**src/rtl/qracc_pkg.sv**
```systemverilog
// Shared definitions for the QR-ACC SRAM access sequencer.
//   - qracc_sram_state_t : sequencer state encoding. The write-verify states
//     VPRE/VWL/VSENSE exist only when QRACC_SRAM_WRVERIFY_EN is defined.
//   - default geometry and strobe timing constants.
//   - qracc_max3         : helper used to size the phase counter.
package qracc_pkg;

  localparam int QRACC_NUM_ROWS     = 128;
  localparam int QRACC_NUM_COLS     = 32;
  localparam int QRACC_PCH_CYCLES   = 1;
  localparam int QRACC_WL_CYCLES    = 2;
  localparam int QRACC_SENSE_CYCLES = 1;

  typedef enum logic [2:0] {
    IDLE,
    PRE,
    WLON,
    SENSE,
    CAP
`ifdef QRACC_SRAM_WRVERIFY_EN
    , VPRE,
    VWL,
    VSENSE
`endif
  } qracc_sram_state_t;

  function automatic int qracc_max3(input int a, input int b, input int c);
    int m;
    m = (a > b) ? a : b;
    return (m > c) ? m : c;
  endfunction

endpackage

```
**src/rtl/qracc_onehot_dec.sv**
```systemverilog
// Row address to one-hot word-line decoder with enable.
// Ports:
//   en     : when 0 the output is all zeros
//   addr   : row address
//   onehot : numRows-wide one-hot row select (bit addr set when en=1)
module qracc_onehot_dec #(
  parameter int numRows = 128
) (
  input  logic                       en,
  input  logic [$clog2(numRows)-1:0] addr,
  output logic [numRows-1:0]         onehot
);

  always_comb begin
    onehot = '0;
    if (en) onehot[addr] = 1'b1;
  end

endmodule

```
**src/rtl/qracc_sram_ctrl.sv**
```systemverilog
// SRAM access sequencer between the sram_itf slave request port and the SRAM
// control fields of the analog QR-ACC macro. One read or write is accepted at
// a time and sequenced as precharge -> word line (+ write drive) -> sense amp
// -> capture. New requests are held off while the macro is in a MAC phase.
//
// Ports:
//   clk, nrst        : clock, asynchronous active-low reset
//   mac_busy_i       : macro computing; gates acceptance only
//   rq_valid_i/rq_ready_o, rq_wr_i, addr_i, wr_data_i : request handshake
//   rd_valid_o, rd_data_o : one-cycle read-return pulse and held read data
//   WL, PCH, WR_DATA, WRITE, CSEL, SAEN : macro strobes (all registered)
//   SA_OUT           : sense-amp outputs from the macro
//   wr_verify_err_o  : only with QRACC_SRAM_WRVERIFY_EN; one-cycle pulse when
//                      the read-back after a write differs from the write data
//
// Optional build macro: QRACC_SRAM_WRVERIFY_EN (write read-back verify).
module qracc_sram_ctrl
  import qracc_pkg::*;
#(
  parameter int numRows     = QRACC_NUM_ROWS,
  parameter int numCols     = QRACC_NUM_COLS,
  parameter int PchCycles   = QRACC_PCH_CYCLES,
  parameter int WlCycles    = QRACC_WL_CYCLES,
  parameter int SenseCycles = QRACC_SENSE_CYCLES
) (
  input  logic                       clk,
  input  logic                       nrst,
  input  logic                       mac_busy_i,
  input  logic                       rq_wr_i,
  input  logic                       rq_valid_i,
  output logic                       rq_ready_o,
  input  logic [$clog2(numRows)-1:0] addr_i,
  input  logic [numCols-1:0]         wr_data_i,
  output logic                       rd_valid_o,
  output logic [numCols-1:0]         rd_data_o,
`ifdef QRACC_SRAM_WRVERIFY_EN
  output logic                       wr_verify_err_o,
`endif
  output logic [numRows-1:0]         WL,
  output logic                       PCH,
  output logic [numCols-1:0]         WR_DATA,
  output logic                       WRITE,
  output logic [numCols-1:0]         CSEL,
  output logic                       SAEN,
  input  logic [numCols-1:0]         SA_OUT
);

  localparam int AddrW  = $clog2(numRows);
  localparam int MaxCyc = qracc_max3(PchCycles, WlCycles, SenseCycles);
  localparam int CntW   = $clog2(MaxCyc + 1);

  localparam logic [CntW-1:0] PchReload   = CntW'(PchCycles - 1);
  localparam logic [CntW-1:0] WlReload    = CntW'(WlCycles - 1);
  localparam logic [CntW-1:0] SenseReload = CntW'(SenseCycles - 1);

  qracc_sram_state_t  state, state_n;
  logic [CntW-1:0]    cnt, cnt_n;
  logic [AddrW-1:0]   addr_q;
  logic               wr_q;
  logic [numCols-1:0] data_q;

  logic               accept;
  logic               last;
  logic               pch_n, wl_on_n, write_n, saen_n;
  logic [numRows-1:0] wl_dec;

  assign rq_ready_o = (state == IDLE) && !mac_busy_i;
  assign accept     = rq_valid_i && rq_ready_o;
  assign last       = (cnt == '0);

  // Next state and phase counter. The counter is loaded with (duration-1)
  // on every state entry and the phase ends when it reaches zero.
  always_comb begin
    state_n = state;
    cnt_n   = cnt;
    case (state)
      IDLE: begin
        if (accept) begin
          state_n = PRE;
          cnt_n   = PchReload;
        end
      end
      PRE: begin
        if (last) begin
          state_n = WLON;
          cnt_n   = WlReload;
        end else begin
          cnt_n = cnt - 1'b1;
        end
      end
      WLON: begin
        if (last) begin
          if (wr_q) begin
`ifdef QRACC_SRAM_WRVERIFY_EN
            state_n = VPRE;
            cnt_n   = PchReload;
`else
            state_n = IDLE;
            cnt_n   = '0;
`endif
          end else begin
            state_n = SENSE;
            cnt_n   = SenseReload;
          end
        end else begin
          cnt_n = cnt - 1'b1;
        end
      end
      SENSE: begin
        if (last) begin
          state_n = CAP;
          cnt_n   = '0;
        end else begin
          cnt_n = cnt - 1'b1;
        end
      end
      CAP: begin
        state_n = IDLE;
        cnt_n   = '0;
      end
`ifdef QRACC_SRAM_WRVERIFY_EN
      VPRE: begin
        if (last) begin
          state_n = VWL;
          cnt_n   = WlReload;
        end else begin
          cnt_n = cnt - 1'b1;
        end
      end
      VWL: begin
        if (last) begin
          state_n = VSENSE;
          cnt_n   = SenseReload;
        end else begin
          cnt_n = cnt - 1'b1;
        end
      end
      VSENSE: begin
        // CAP doubles as the one-cycle verify result slot; rd_valid_o is
        // only raised on the SENSE->CAP path.
        if (last) begin
          state_n = CAP;
          cnt_n   = '0;
        end else begin
          cnt_n = cnt - 1'b1;
        end
      end
`endif
      default: begin
        state_n = IDLE;
        cnt_n   = '0;
      end
    endcase
  end

  // Strobe levels for the state being entered; registering them against
  // state_n makes each strobe line up exactly with its state.
  always_comb begin
    pch_n   = (state_n == PRE);
    wl_on_n = (state_n == WLON) || (state_n == SENSE);
    saen_n  = (state_n == SENSE);
`ifdef QRACC_SRAM_WRVERIFY_EN
    pch_n   = pch_n   || (state_n == VPRE);
    wl_on_n = wl_on_n || (state_n == VWL) || (state_n == VSENSE);
    saen_n  = saen_n  || (state_n == VSENSE);
`endif
    write_n = (state_n == WLON) && wr_q;
  end

  qracc_onehot_dec #(
    .numRows (numRows)
  ) u_wl_dec (
    .en     (wl_on_n),
    .addr   (addr_q),
    .onehot (wl_dec)
  );

  always_ff @(posedge clk or negedge nrst) begin
    if (!nrst) begin
      state      <= IDLE;
      cnt        <= '0;
      addr_q     <= '0;
      wr_q       <= 1'b0;
      data_q     <= '0;
      PCH        <= 1'b0;
      WL         <= '0;
      CSEL       <= '0;
      WRITE      <= 1'b0;
      WR_DATA    <= '0;
      SAEN       <= 1'b0;
      rd_valid_o <= 1'b0;
      rd_data_o  <= '0;
`ifdef QRACC_SRAM_WRVERIFY_EN
      wr_verify_err_o <= 1'b0;
`endif
    end else begin
      state <= state_n;
      cnt   <= cnt_n;
      if (accept) begin
        addr_q <= addr_i;
        wr_q   <= rq_wr_i;
        data_q <= wr_data_i;
      end
      PCH        <= pch_n;
      WL         <= wl_dec;
      CSEL       <= {numCols{wl_on_n}};
      WRITE      <= write_n;
      WR_DATA    <= write_n ? data_q : '0;
      SAEN       <= saen_n;
      rd_valid_o <= (state == SENSE) && (state_n == CAP);
      if ((state == SENSE) && (state_n == CAP)) rd_data_o <= SA_OUT;
`ifdef QRACC_SRAM_WRVERIFY_EN
      wr_verify_err_o <= (state == VSENSE) && (state_n == CAP) && (SA_OUT != data_q);
`endif
    end
  end

endmodule

```
**config.mk**
```make
export PLATFORM = sky130hd
export DESIGN_NAME = qracc_sram_ctrl
export DESIGN_NICKNAME = d
export VERILOG_FILES = /design/src/rtl/qracc_pkg.sv /design/src/rtl/qracc_onehot_dec.sv /design/src/rtl/qracc_sram_ctrl.sv
export SDC_FILE = /design/constraint.sdc
export NUM_CORES = 1
export LEC_CHECK = 0
export ABC_AREA = 1
export CAP_MARGIN = 40
export CORE_MARGIN = 3
export CORE_UTILIZATION = 35
export DETAILED_ROUTE_END_ITERATION = 6
export PLACE_DENSITY_LB_ADDON = 0.25
export SLEW_MARGIN = 10
export SYNTH_ARGS = -nofsm -noshare
export SYNTH_HDL_FRONTEND = slang
export SYNTH_SLANG_ARGS = --single-unit
```
**constraint.sdc**
```tcl
create_clock -name clk -period 1.8 [get_ports clk]
set_input_delay 0.36 -clock clk [delete_from_list [all_inputs] [get_ports clk]]
set_output_delay 0.36 -clock clk [all_outputs]
set_load 0.03 [all_outputs]
```
* After elaboration in Yosys (flattened, before gate mapping) *
Cells that the tools add are included.

word-level totals
  register bits after elaboration = 242
  bits in latches = 0
  RAM bits = 0
  ROM bits = 0
  output and inout port bits = 229
  logic and storage cells = 48
  memories kept = 0

cells by class
  add/subtract/negate cells = 1
  multipliers = 0
  divide/modulo/power cells = 0
  $lt $le $gt $ge = 2
  eq/ne operators = 8
  shifts and indexed selects = 0
  mux-type cells = 14
  bitwise gates (word level) = 0
  reduce and logical (&&, ||, !) cells = 10

operator list
  kind                                                                                  count
  128-bit 2-to-1 mux                                                                    1
  32-bit 2-to-1 mux                                                                     1
  3-bit by 2-bit == test with 1-bit output (second input constant)                      4
  3-bit 2-to-1 mux                                                                      4
  3-bit case mux with 4 select lines                                                    1
  7-bit by 8-bit less-than comparator with 1-bit output (second input constant)         1
  2-bit 2-to-1 mux                                                                      4
  1-bit demux with 7-bit select                                                         1
  7-bit by 1-bit greater-or-equal comparator with 1-bit output (second input constant)  1
  3-bit by 1-bit == test with 1-bit output (second input constant)                      2
  2-bit case mux with 3 select lines                                                    1
  1-bit logical AND                                                                     5
  3-bit == test (second input constant)                                                 1
  3-bit logical NOT                                                                     1
  2-bit logical NOT                                                                     1
  2-bit != test (second input constant)                                                 1
  2-bit OR reduction                                                                    1
  2-bit by 1-bit subtractor with 2-bit output (second input constant)                   1
  1-bit logical NOT                                                                     1
  1-bit logical OR                                                                      1
  1-bit 2-to-1 mux                                                                      1

* Logic depth before layout (Yosys ltp) *
  depth after elaboration = 8
  gate-level depth with buffers = 9
  depth with buffers taken out = 8

* Modules after synthesis *
From an unflattened synthesis, not the netlist that was laid out.

second synthesis, totals
  cell total of the unflattened synthesis = 766
  area, all modules = 8595.7 µm²

by module, submodules not included
  module            times used  cells an instance  area each (µm²)
  qracc_sram_ctrl   1           574                7624.8
  qracc_onehot_dec  1           192                970.9

* Least setup slack after synthesis *
Ideal clock, no wire load.

  path kind = register to output
  start point = reg state[2]
  end point = out rq_ready_o
  data arrival time = 1.399 ns
  data required time = 1.440 ns
  slack = 0.041 ns
  cell stages (with the launch flop) = 2
  buffers on the path = 0
  path through = dfrtp_1 -> nor4_1

on the way
  cells in the longest elaborated chain, start to end = 2

RTL lines
  element                 RTL line                text
  start, declared         qracc_sram_ctrl.sv:56   qracc_sram_state_t state, state_n;
  start signal, assigned  qracc_sram_ctrl.sv:197  state <= state_n;
  3-bit logical NOT       qracc_sram_ctrl.sv:67   assign rq_ready_o = (state == IDLE) && !mac_busy_i;
  1-bit logical AND       qracc_sram_ctrl.sv:67
  end, declared           qracc_sram_ctrl.sv:31   output logic rq_ready_o,

Every way passes these cells.

* Final worst setup path *
Ends and elaborated chain as after synthesis.

==> results.cfg <==
[setup_path]
critPathMaxFanout = 4
worstPathArrival_ns = 1.44
cp-end-kind = primary output
cp_slowest_cell = dfrtp_2
r2r_start = state[2]$_DFF_PN0_
reg2reg_depth = 7
slowest_delay_ns = 0.44
setup.worst_path.class = reg -> out
crit_buf_inv = 1
critPathTopFamily = flip-flops
ff2ff_setup_slack_ns = 0.17
start_kind = flop
rr_endpoint = WL[123]$_DFF_PN0_
crit_chain = nor4_4, buf_6
cp_data_required_time_ns = 1.44

[place]
numPortBuffers = 304
hpwl_um = 15410
gp_congestion = 0.7617
placed_cells = 1347
placed_cell_area_um2 = 11610

[die]
io_pins = 305
coreArea_um2 = 23610
die_width_um = 161.2
dieArea_um2 = 26000
die_y_um = 161.2
start_util_pct = 35.72
rows = 56

[routing]
drt_pass1_iterations = 4
drt_iter0_drc = 227
drc = 0
drt_wl_total_um = 22470
ant_nets = 0
via_count = 6055
vias_per_cell = 4.337
post_drt_wl_per_cell_um = 16.09

[finish]
nFillCells = 2203
syn_to_final_growth_pct = 45.28
layout-drive-gt1-share_pct = 10.96
design_area_um2 = 12260
final_cells = 1396
multi_input_area_um2 = 1764
n_antenna_cell = 0
nNetsFinal = 1133
seqCellArea_um2 = 6057

[timing]
hold_viol_final = 0
tightestPinTransition_ns = 0.4035
report.final.slew_viol_count = 0
rsz0062_at_grt = yes
finalCritPeriodShare_pct = 100.1
finalSetupViolCount = 1
clock.fmax_mhz = 555.2
fin_crit_ns = 1.801
skew_ns = 0.01791
relSlewSlack_pct = 73.04
setup_slack_ns = -0.001256
timing.hold.ws_ns = 0.3335
finalSetupTns_ns = -0.001256

[power_and_ir_drop]
powerDensity_nw_per_um2 = 1561
seqPwrFrac_pct = 37.2
power_leakage_nw = 6.804
peakVddDrop_uv = 729.2
switching_share_pct = 38.32
pwr-share-comb_pct = 35.5
netSwitchingPower_mw = 7.331
clockPowerShare_pct = 27.3
p_int_mw = 11.80

[run]
drv_cap = 0

[clock_network]
cts-root-buf = clkbuf_16
clkSinkCount = 242
cts_buffer_depth = 3
cts_made_buffers = 26
clk_latency_ns = 0.52
cts.clk_slew.worst_paths_ns = 0.06
htree_levels = 1
cts_tree = done

[grt]
globalRouteTotalUtil_pct = 17.01
antenna_found_initial = 3
grt_overflow = 0
grt_pass1_wl_um = 35020
grt_max_degree = 48
grt_pass1_vias = 6133

[yosys]
synth_top_cell_by_area = dfrtp_1
synth_warnings = 0
ys_types = 24
ys_seq_elements = 242
syn-num-nets = 840
avgSynthCellArea_um2 = 11.04
netlist_area_um2 = 8436
yosysTopAreaCellShare_pct = 71.79
seq_area_frac_synth_pct = 71.79
synthCells = 764
synth_area_leaders = dfrtp_1, nor2_1, nand2_1, buf_4, a21oi_1

[status]
status = finished, violations left
failed_checks = negative setup slack

[hold_path]
hp-class = in -> async
==> state kept, by name, indices dropped and copies added, names as in the netlist <==
register / count
wr_q: 1
WL: 128
data_q: 32
cnt: 2
PCH: 1
WRITE: 1
rd_data_o: 32
state: 3
CSEL: 1
addr_q: 7
rd_valid_o: 1
WR_DATA: 32
SAEN: 1
==> stage by stage <==
stage	worst slack (ns)	util, %	power [mW]
2_1_floorplan	0.04088	-	11.82
3_3_place_gp	0.1129	49.17	14.48
3_5_place_dp	0.06968	49.17	14.56
4_1_cts	-0.03907	51.84	19.37
5_1_grt	-0.07001	51.90	20.22
6_report	-0.001256	51.90	19.13
==> per-layer routing <==
metal / up-vias / GRT usage, % / part of all wire, %
li1: 2892 / - / -
met1: 2885 / 23.35 / 44
met2: 236 / 27.26 / 46
met3: 36 / 4.694 / 8.0
met4: 6 / 3.833 / 1.7
met5: - / 0 / 0.12
==> worst max path at each step <==
stage | from | endpoint | slack [ns] | depth (start not counted)
global placement | mac_busy_i | WR_DATA[8]$_DFF_PN0_ | 0.11 | 7
CTS | state[0]$_DFF_PN0_ | rq_ready_o | -0.04 | 2
floorplan | state[2]$_DFF_PN0_ | rq_ready_o | 0.04 | 1
detailed placement | mac_busy_i | WR_DATA[18]$_DFF_PN0_ | 0.07 | 7
finish | state[2]$_DFF_PN0_ | rq_ready_o | -0.001 | 2
global route | state[2]$_DFF_PN0_ | rq_ready_o | -0.07 | 2
==> synthesized netlist by cell type (all sizes together) <==
| library cell | count |
|---|---|
| o211ai | 2 |
| clkbuf | 7 |
| nor2 | 188 |
| a21boi | 1 |
| nand2 | 137 |
| dfrtp | 242 |
| nand4 | 1 |
| nand3 | 3 |
| a21oi | 41 |
| buf | 53 |
| inv | 51 |
| o31ai | 1 |
| o21ai | 3 |
| nor3 | 32 |
| nor4 | 1 |
| or2 | 1 |
==> power groups by stage <==
stage | combinational (mW) | sequential [mW] | clock [mW]
6_report | 6.79 | 7.11 | 5.23
5_1_grt | 7.37 | 7.25 | 5.60
4_1_cts | 6.89 | 7.11 | 5.37
3_5_place_dp | 7.36 | 7.20 | 0
3_3_place_gp | 7.28 | 7.20 | 0
2_1_floorplan | 3.20 | 8.61 | 0
==> cells by family (layout without fill, tap and decap cells) <==
family          after synthesis  in the layout  share of synthesized area [%]
flops                       242            242                          71.79
buf+inv                     111            424                          7.476
simple gates                363            363                          17.71
compound gates               48             48                          3.026
==> cell usage in the layout, fill, tap and decap left out, types with 2 or more instances in the layout <==
cell type        netlist  routed
nor3_1                32      32
dlygate4sd2_1          0     196
buf_12                 0       7
nand2_1              127     127
clkbuf_8               0       6
a21oi_1               41      41
clkbuf_1               7       5
inv_6                  0       2
buf_4                 34      45
dfrtp_1              242     241
inv_2                  3       3
o21ai_0                3       3
nand3_1                3       3
inv_1                 47      47
clkbuf_16              0      27
clkdlybuf4s50_1        0      74
nand2_4                9       9
nor2_2                 4       4
clkinv_2               0       7
nor2_1               184     184
==> worst reg2reg max path, cell delays in order (launching register included) <==
cell	delay, ns
dfrtp_2	0.44
nor2_1	0.23
nand3_1	0.14
nand3_1	0.14
nand2_4	0.11
inv_12	0.13
nand2_4	0.19
nor2_1	0.16
==> area by class of cell <==
type / instances / area share [%]
clock inverter: 10 / 0.6738
tap: 319 / 3.257
inverter: 51 / 1.664
multi-input combinational: 411 / 14.40
clock buffer: 38 / 6.340
sequential: 242 / 49.42
timing repair buffer: 325 / 24.25
==> timing repair <==
action | in CTS | in global routing
pin swaps | 1 | 1
endpoints found under the hold margin | 29 | 0
hold buffers | 1 | 0
buffers inserted | 0 | 0
setup endpoints to repair | 197 | 1
gates resized for setup | 197 | 3
Power figures use the tool's default switching activity.
